<file path="config.mk">
export PLATFORM = sky130hd
export DESIGN_NAME = if_id_reg
export DESIGN_NICKNAME = d
export VERILOG_FILES = /design/src/rtl/if_id_reg.sv
export SDC_FILE = /design/constraint.sdc
export NUM_CORES = 1
export LEC_CHECK = 0
export BUFFER_PORTS_ARGS = -buffer_cell sky130_fd_sc_hd__buf_2
export CELL_PAD_IN_SITES_DETAIL_PLACEMENT = 2
export CELL_PAD_IN_SITES_GLOBAL_PLACEMENT = 2
export CORE_MARGIN = 2
export CORE_UTILIZATION = 30
export CTS_CLUSTER_DIAMETER = 200
export DETAILED_ROUTE_END_ITERATION = 12
export GPL_TIMING_DRIVEN = 0
export PLACE_DENSITY = 0.8
export SLEW_MARGIN = 40
export SYNTH_ARGS = -nofsm -noshare
export SYNTH_HDL_FRONTEND = slang
export SYNTH_SLANG_ARGS = --single-unit
</file>
<file path="constraint.sdc">
create_clock -name clk -period 2.2 [get_ports clk]
set_input_delay 0.11 -clock clk [delete_from_list [all_inputs] [get_ports clk]]
set_output_delay 0.11 -clock clk [all_outputs]
set_load 0.02 [all_outputs]
</file>
<file path="src/rtl/if_id_reg.sv">
// IF/ID pipeline register: captures fetched instruction and PC for decode, with
// stall/flush handling, fetch-address fault detection and a stall watchdog.
module if_id_reg #(
  parameter logic [31:0] RESET_PC  = 32'h0000_3000,
  parameter int          IM_WORDS  = 1024,
  parameter int          MAX_STALL = 16
) (
  input  logic        clk,
  input  logic        clr,
  input  logic        stall,
  input  logic        flush,
  input  logic [31:0] instr_F,
  input  logic [31:0] pc_F,
  output logic [31:0] instr_D,
  output logic [31:0] pc_D,
  output logic [31:0] pc8_D,
  output logic        valid_D,
  output logic [4:0]  exc_D,
  output logic [31:0] stall_cnt,
  output logic [31:0] bubble_cnt,
  output logic        stall_timeout
);

  localparam int          RL_W   = $clog2(MAX_STALL) + 1;
  localparam logic [RL_W-1:0] RL_MAX = RL_W'(MAX_STALL);
  // Range end computed in 33 bits so a fetch window touching 2^32 cannot wrap.
  localparam logic [32:0] PC_END = {1'b0, RESET_PC} + (33'(IM_WORDS) << 2);
  localparam logic [4:0]  EXC_NONE = 5'd0;
  localparam logic [4:0]  EXC_ADEL = 5'd4;

  typedef enum logic {RUN, STALLED} wd_state_t;

  wd_state_t       state, state_nxt;
  logic [RL_W-1:0] rl, rl_nxt;
  logic            timeout_nxt;
  logic            fetch_fault;

  function automatic logic [31:0] sat_inc(input logic [31:0] v);
    return (v == 32'hFFFF_FFFF) ? v : v + 32'd1;
  endfunction

  assign fetch_fault = (pc_F[1:0] != 2'b00)
                    || ({1'b0, pc_F} < {1'b0, RESET_PC})
                    || ({1'b0, pc_F} >= PC_END);

  // F -> D register stage
  always_ff @(posedge clk) begin
    if (clr) begin
      instr_D    <= 32'h0;
      pc_D       <= RESET_PC;
      pc8_D      <= RESET_PC + 32'd8;
      valid_D    <= 1'b0;
      exc_D      <= EXC_NONE;
      stall_cnt  <= 32'h0;
      bubble_cnt <= 32'h0;
    end else if (stall) begin
      stall_cnt <= sat_inc(stall_cnt);
    end else if (flush) begin
      instr_D    <= 32'h0;
      pc_D       <= pc_F;
      pc8_D      <= pc_F + 32'd8;
      valid_D    <= 1'b0;
      exc_D      <= EXC_NONE;
      bubble_cnt <= sat_inc(bubble_cnt);
    end else begin
      pc_D    <= pc_F;
      pc8_D   <= pc_F + 32'd8;
      valid_D <= 1'b1;
      // A faulting fetch becomes a NOP but keeps its PC so EPC can be recovered.
      instr_D <= fetch_fault ? 32'h0 : instr_F;
      exc_D   <= fetch_fault ? EXC_ADEL : EXC_NONE;
    end
  end

  always_ff @(posedge clk) begin
    if (clr) begin
      state         <= RUN;
      rl            <= '0;
      stall_timeout <= 1'b0;
    end else begin
      state         <= state_nxt;
      rl            <= rl_nxt;
      stall_timeout <= timeout_nxt;
    end
  end

  always_comb begin
    state_nxt   = state;
    rl_nxt      = rl;
    timeout_nxt = stall_timeout;
    case (state)
      RUN: begin
        if (stall) begin
          state_nxt = STALLED;
          rl_nxt    = RL_W'(1);
        end else begin
          rl_nxt    = '0;
        end
      end
      STALLED: begin
        if (stall) begin
          rl_nxt = (rl >= RL_MAX) ? rl : rl + RL_W'(1);
        end else begin
          state_nxt = RUN;
          rl_nxt    = '0;
        end
      end
      default: begin
        state_nxt = RUN;
        rl_nxt    = '0;
      end
    endcase
    if (state_nxt == STALLED && rl_nxt == RL_MAX)
      timeout_nxt = 1'b1;
  end

endmodule

</file>
Word-level counts from Yosys, hierarchy flattened
Index checks and enable logic that the tools add are counted.
{"block": "totals", "out_inout_bits": 167, "elab_cells": 40, "reg_bits": 173, "inputBits": 68}
{"block": "classes", "n_bitwise": 4, "eq_ne": 3, "order_cmp": 3, "mux": 10, "n_reduce_logical": 6, "addsub": 4}
{"operator": "32-bit by 1-bit adder with 32-bit output (second input constant)", "n": 2}
{"operator": "32-bit == test (second input constant)", "n": 2}
{"operator": "32-bit two-way mux", "n": 2}
{"operator": "32-bit by 4-bit adder with 32-bit output (second input constant)", "n": 1}
{"operator": "32-bit by 15-bit >= comparator with 1-bit output (second input constant)", "n": 1}
{"operator": "32-bit by 14-bit < comparator with 1-bit output (second input constant)", "n": 1}
{"operator": "5-bit two-way mux", "n": 2}
{"operator": "5-bit case mux with 2 select lines", "n": 1}
{"operator": "3-bit two-way mux", "n": 2}
{"operator": "5-bit by 1-bit adder with 5-bit output (second input constant)", "n": 1}
{"operator": "5-bit == test (second input constant)", "n": 1}
{"operator": "5-bit >= comparator (second input constant)", "n": 1}
{"operator": "1-bit inverter", "n": 4}
{"operator": "1-bit two-way mux", "n": 3}
{"operator": "3-bit AND reduction", "n": 1}
{"operator": "1-bit logical OR", "n": 2}
{"operator": "2-bit AND reduction", "n": 1}
{"operator": "2-bit nonzero test", "n": 1}
{"operator": "1-bit logical AND", "n": 1}

Depth between registers and ports, before layout
Gate-level depths: netlist of run 1.
{"block": "depth", "ltp_word": 6, "ltp_mapped": 8, "ltp_nobuf": 7}

Worst setup path after synthesis of run 1
Ideal clock, no wire load.
{"block": "synth_timing", "path_kind": "flip-flop to flip-flop", "startpoint": "register stall_cnt[11]", "endpoint": "register stall_cnt[23]", "stages_incl_launch_ff": 7, "path_buffers": 1, "setup_time_ps": 121, "period_less_slack_ps": 1925, "arrival_time_ps": 1804, "required_time_ps": 2079, "setup_slack_ps": 275, "path_cell_list": "dfxtp_1 > nand4_1 > or2_1 > buf_6 > o41ai_4 > nor3_2 > mux2_4"}
{"block": "synth_via", "elab_chain_cells": 3}
{"element": "start, declared", "line": "19", "source": "output logic [31:0] stall_cnt,"}
{"element": "start signal, assigned", "line": "57", "source": "stall_cnt <= sat_inc(stall_cnt);"}
{"element": "parallel branches: the longest is 3 deep, another holds 32-bit by 1-bit adder with 32-bit output"}
Parallel ways; which one is timed is not known.
A chain may end at the register's enable or synchronous reset.

Worst setup path after layout of run 1
{"block": "layout_timing", "startpoint": "register stall_cnt[24]", "endpoint": "register stall_cnt[21]"}
{"block": "layout_via", "elab_chain_cells": 3}
{"element": "32-bit == test", "line": "39", "source": "return (v == 32'hFFFF_FFFF) ? v : v + 32'd1;"}
{"element": "1-bit inverter (no line)"}
{"element": "2-bit AND reduction (no line)"}
Every way passes these cells.

==> summary.txt, run 1 <==
Largest net degree at the start of global routing -> 20
FP Rows -> 57
Hold Crit Start -> pc_F[6]
Maximum vdd drop -> 0.467 mV
Multi-input gate area -> 3850 um^2
Status -> finished, final reports clean
Critical Path Start -> stall_cnt[24]
Vias in the first global route -> 8451
Die width -> 162 um
IO buf count -> 229
RR Endpoint -> stall_cnt[21]
Sink Count -> 166
Reg2Reg Setup Slack -> 0.12 ns
Worst Hold Depth -> 3
Area Growth Syn to Fin -> 36.5%
Finish-stage setup viols -> 0
Critical path type -> reg -> reg
Initial core utilization -> 30.6%
Number of non-filler instances in the completed layout -> 1456
EDFF count, synth -> 0
Routed via count -> 7622
Most common cell after layout, fill and taps aside -> buf_2
Max Cap Viol -> 0
Drt via density -> 5.23
Type of the worst min-delay path -> in -> reg
Initial antenna violation count -> 3
Post-synth cell types -> 61
Worst reg2reg path depth -> 7
Rel. slew slack -> 42.6%
First-pass DRT Iterations -> 4
Power density over cell area -> 685 nW/um^2
Cell at the root of the clock tree -> clkbuf_16
Slew @ Worst Pin -> 0.862 ns
Final core utilization -> 41.8%
Asr flop ratio synth -> 0%
Place WS -> -0.155 ns
Required @ worst endpoint -> 2.49 ns
Ports -> 235
Hold endpoint -> pc_D[6]
CP Launch Type -> flip-flop
Core area -> 24400 um^2
FF/Latch Area -> 3330 um^2
Fin nets -> 1190
Cells after DPL -> 1369
Main flop type after synthesis -> dfxtp_1
CP Capture Type -> flip-flop
Max Slew Vio Count -> 0
Avg Cell Area, Syn -> 9.19 um^2
Synth Warn # -> 0
Clk buf depth -> 2
Final WS setup -> 0.119 ns
Clock buffer count from CTS -> 17
WL final -> 32100 um
TritonCTS clock tree -> yes
HPWL after detailed placement -> 20500 um
DRC -> 0
P_leak -> 4.28 nW
Fin. Hold Viols -> 0
First-pass GRT wire length -> 49700 um
Gr ovfl total -> 0
Wire per inst -> 22.0 um
Reg2reg start -> stall_cnt[24]
Die Ht -> 162 um
Total Routing Usage GR -> 24.3%
Antenna viol nets, final -> 0
Layout cells sized above 1 -> 29.5%
FILL cells -> 2709
Fmax -> 481 MHz
Later-pin clock latency in the skew report -> 0.43 ns
Skew final -> 0.0143 ns
Post-route clock period utilization -> 94.6%
H-tree levels -> 4
Die area -> 26200 um^2
Gpl congestion -> 0.753
Number of DRC markers in iteration 0 -> 258
Worst-path maximum fanout -> 10
FF+latch count, synth -> 166
Sequential share of the synthesized area -> 44.5%
Cell area after synthesis -> 7470 um^2
Synthesized instance count -> 813
Clock Pin Slew Worst Setup and Hold Paths -> 0.08 ns
Most frequent cells in the layout -> 243 x buf_2, 163 x dfxtp_1, 83 x nor2_1, 55 x nand2_1, 50 x a21oi_1
Period minus WS final -> 2.08 ns
Critical Path AT -> 2.38 ns
how the worst max path moves through the flow:
stage	endpoint	slack (ns)	depth (start not counted)
after floorplan	stall_cnt[23]	0.28	6
after global placement	instr_D[0]	-0.13	7
after detailed placement	instr_D[7]	-0.16	7
after CTS	instr_D[7]	0.03	8
after global routing	stall_cnt[2]	-0.001	7
final	stall_cnt[21]	0.12	7
per-stage QoR:
step	hold WS, ns	instance area, um^2	setup TNS [ns]	total power [mW]
after floorplan	0.235	7480	0	3.53
after global placement	0.318	9030	-3.36	3.81
after detailed placement	0.325	9030	-4.24	3.83
after CTS	0.00723	10100	0	6.98
after global routing	0.0426	10200	-0.00113	7.22
final	0.0207	10200	0	6.98
sequential cells by signal (all words and copies together) (netlist names):
name and cells:
instr_D 32, state 1, valid_D 1, bubble_cnt 32, exc_D 1, stall_timeout 1, stall_cnt 32, pc_D 32
pc8_D 29, rl 5
cells by family (layout without fill, tap and decap cells):
| group | after synthesis | after routing | share of synthesized area (%) |
|---|---|---|---|
| simple gates | 323 | 323 | 24.4 |
| compound gates | 171 | 171 | 15.7 |
| flops | 166 | 166 | 44.5 |
| buf+inv | 69 | 383 | 4.59 |
| mux | 40 | 40 | 5.46 |
| xor+xnor | 38 | 38 | 4.46 |
| fa+ha+maj | 5 | 5 | 0.838 |
| other cells | 1 | 6 | 0.0502 |
worst max-delay path: stages, from the launching register on:
cell     delay, ns
dfxtp_2       0.40
nand4_1       0.21
or2_2         0.44
o41ai_4       0.34
buf_4         0.20
buf_6         0.15
or3_1         0.14
a21oi_2       0.06
power by group:
group          switching [mW]  total (mW)  leakage (nW)  internal, mW
combinational           0.462       0.730          2.64         0.268
clock                    1.57        3.11         0.291          1.54
sequential             0.0553        3.14          1.35          3.08
Yosys cell counts (all sizes together), types with 5 or more instances:
cell type,number,area share (%)
a211oi,20,2.0
a21oi,56,4.1
a22o,32,3.8
and2,5,0.42
and3,9,0.82
and4,16,2.0
buf,34,2.8
clkbuf,21,1.1
dfxtp,166,44
ha,5,0.84
inv,14,0.70
mux2i,37,5.0
nand2,55,2.8
nand3,37,2.6
nand4,25,2.8
nor2,84,4.2
nor2b,6,0.50
nor3,14,1.2
nor4,15,1.7
o21ai,31,2.1
o31ai,17,1.7
or3,30,2.6
or4,17,1.7
xnor2,29,3.4
xor2,9,1.1
final cells by class:
type	count	area share [%]
diodes	2	0.0491
plain buffers	55	2.86
clock buffers	17	4.17
clock inverters	15	1.72
inverters	14	0.515
multi-input cells	581	37.8
flip-flops and latches	166	32.6
well taps	324	3.97
repair buffers	282	16.3
routing by layer:
layer / track usage, % / vias to the layer above / routed length [um]
li1: - / 3569 / -
met2: 44.7 / 206 / 16800
met4: 7.12 / 0 / 631
met3: 5.69 / 44 / 1720
met5: 0 / - / 0
met1: 28.0 / 3803 / 12900
what timing repair did:
item,in CTS,in global routing
buffers inserted,1,3
gates cloned,0,0
setup endpoints to repair,1,42
hold buffers,49,0
gates resized for setup,0,8
pin swaps,1,3
endpoints found under the hold margin,49,0
(Power assumes the default switching activity.)
==> inputs of run 2 (changes only) <==
--- a/config.mk
+++ b/config.mk
@@ -8,6 +8,7 @@
 export BUFFER_PORTS_ARGS = -buffer_cell sky130_fd_sc_hd__buf_2
 export CELL_PAD_IN_SITES_DETAIL_PLACEMENT = 2
 export CELL_PAD_IN_SITES_GLOBAL_PLACEMENT = 2
+export CORE_ASPECT_RATIO = 0.6
 export CORE_MARGIN = 2
 export CORE_UTILIZATION = 30
 export CTS_CLUSTER_DIAMETER = 200
==> summary.txt, run 2 (synthesized netlist as in run 1, its figures left out) <==
P_leak -> 4.31 nW (+0.56%)
Vias in the first global route -> 8142 (-3.7%)
Later-pin clock latency in the skew report -> 0.44 ns (about the same)
P_int -> 5.35 mW (+9.4%)
Comb pwr share -> 9.9% (-0.6 points)
Rel. slew slack -> 44.4% (+1.8 points)
WL final -> 30700 um (-4.5%)
Antenna viol nets, final -> 0 (unchanged)
First-pass DRT Iterations -> 4 (unchanged)
Max Cap Viol -> 0 (unchanged)
Slew @ Worst Pin -> 0.832 ns (-0.0300 ns)
Part of the power in the clock network -> 46.4% (+1.8 points)
Worst-path maximum fanout -> 8 (-2)
Cell at the root of the clock tree -> clkbuf_16
Hold WS -> 0.0284 ns (+0.00771 ns)
Skew final -> 0.00819 ns (-0.00612 ns)
Post-route clock period utilization -> 95.0% (+0.41 points)
Sequential Power Share -> 43.7% (-1.3 points)
IO buf count -> 229 (unchanged)
Clock buffer count from CTS -> 17 (unchanged)
Maximum vdd drop -> 0.510 mV (+9.3%)
Die area -> 26200 um^2 (+0.16%)
Core area -> 24300 um^2 (-0.24%)
Sink Count -> 166 (unchanged)
CP Launch Type -> flip-flop
CP Capture Type -> flip-flop
Clock Pin Slew Worst Setup and Hold Paths -> 0.07 ns (about the same)
Period minus WS final -> 2.09 ns (+0.00903 ns)
Cells after DPL -> 1367 (-0.15%)
Drt via density -> 5.18 (-0.98%)
Gpl congestion -> 0.727 (-3.5%)
TritonCTS clock tree -> yes
Total Routing Usage GR -> 23.4% (-0.89 points)
Area Growth Syn to Fin -> 37.6%
Status -> finished, final reports clean
Most frequent cells in the layout -> 242 x buf_2, 164 x dfxtp_1, 82 x nor2_1, 55 x nand2_1, 55 x dlygate4sd3_1
Number of non-filler instances in the completed layout -> 1459 (+0.21%)
Fin nets -> 1194 (+0.34%)
Routed via count -> 7563 (-0.77%)
Layout cells sized above 1 -> 29.1% (-0.37 points)
Die Ht -> 126 um (-22%)
HPWL after detailed placement -> 21300 um (+3.8%)
Fmax -> 479 MHz (-0.43%)
Power density over cell area -> 699 nW/um^2 (+2.1%)
Required @ worst endpoint -> 2.50 ns (about the same)
Die width -> 208 um (+28%)
Gr ovfl total -> 0 (unchanged)
Fin. Hold Viols -> 0 (unchanged)
Type of the worst min-delay path -> in -> reg
Critical Path AT -> 2.38 ns (about the same)
Tot Pwr -> 7.19 mW (+3.0%)
Max Slew Vio Count -> 0 (unchanged)
FP Rows -> 44 (-23%)
Number of DRC markers in iteration 0 -> 213 (-17%)
Largest net degree at the start of global routing -> 17 (-15%)
Net switching share of the total power -> 25.5% (-4.4 points)
Critical path type -> reg -> reg
RSZ-0062 raised after global routing -> yes
Finish-stage setup viols -> 0 (unchanged)
First-pass GRT wire length -> 47800 um (-3.8%)
Wire per inst -> 21.0 um (-4.7%)
Total net switching power -> 1.83 mW (-12%)
Clk buf depth -> 2 (unchanged)
H-tree levels -> 4 (unchanged)
Most common cell after layout, fill and taps aside -> buf_2
Initial antenna violation count -> 3 (unchanged)
Initial core utilization -> 30.7% (+0.072 points)
DRC -> 0 (unchanged)
Ports -> 235 (unchanged)
[run 2: path summary, 6_finish.rpt]
kind	end	cells after the start	start	slack (ns)
max	stall_cnt[6]	6	stall_cnt[13]	0.11
min	pc_D[29]	3	pc_F[29]	0.03
min reg2reg	exc_D[2]	2	exc_D[2]	0.46
max reg2reg	stall_cnt[6]	6	stall_cnt[13]	0.11
[run 2: stage by stage]
stage	area, um^2	setup TNS, ns	util, %	setup WS (ns)
after global placement	9030	-0.769	37.1	-0.0388
final	10300	0	42.2	0.110
after global routing	10300	-0.0982	42.2	-0.0320
after floorplan	7480	0	-	0.275
after detailed placement	9030	-2.00	37.1	-0.0945
after CTS	10200	0	42.0	0.0217
[run 2: critical path, cell delays in order (launching register included)]
cell	delay (ns)
dfxtp_1	0.41
nand4_1	0.25
or2_1	0.31
buf_6	0.15
nor4_2	0.56
or4_1	0.20
a21oi_1	0.06
[run 2: power groups by stage]
stage | combinational, mW | clock [mW] | sequential, mW
after global placement | 0.607 | 0 | 3.20
after global routing | 0.769 | 3.55 | 3.15
after CTS | 0.706 | 3.39 | 3.14
after detailed placement | 0.625 | 0 | 3.20
after floorplan | 0.241 | 0 | 3.29
final | 0.711 | 3.34 | 3.14
[run 2: routing by layer]
layer  GRT usage [%]  wire [um]  up-vias
met5               0          0        -
met4            7.59        570        0
met3            5.44       1280       44
met2            38.0      14400      155
met1            30.9      14500     3772
li1                -          -     3592
[run 2: repair_timing]
item | 4_1_cts | 5_1_grt
endpoints found under the hold margin | 56 | 0
gates resized for setup | 0 | 9
buffers inserted | 0 | 2
endpoints found under the setup margin | 0 | 51
hold buffers | 55 | 0
[run 2: area by class of cell]
type | instances | area [um^2]
Fill cell | 2721 | 14100
Sequential cell | 166 | 3330
Buffer | 55 | 290
Antenna cell | 3 | 7.51
Clock buffer | 21 | 470
Multi-Input combinational cell | 581 | 3850
Timing Repair Buffer | 286 | 1710
Tap cell | 322 | 403
Inverter | 14 | 52.6
Clock inverter | 11 | 171
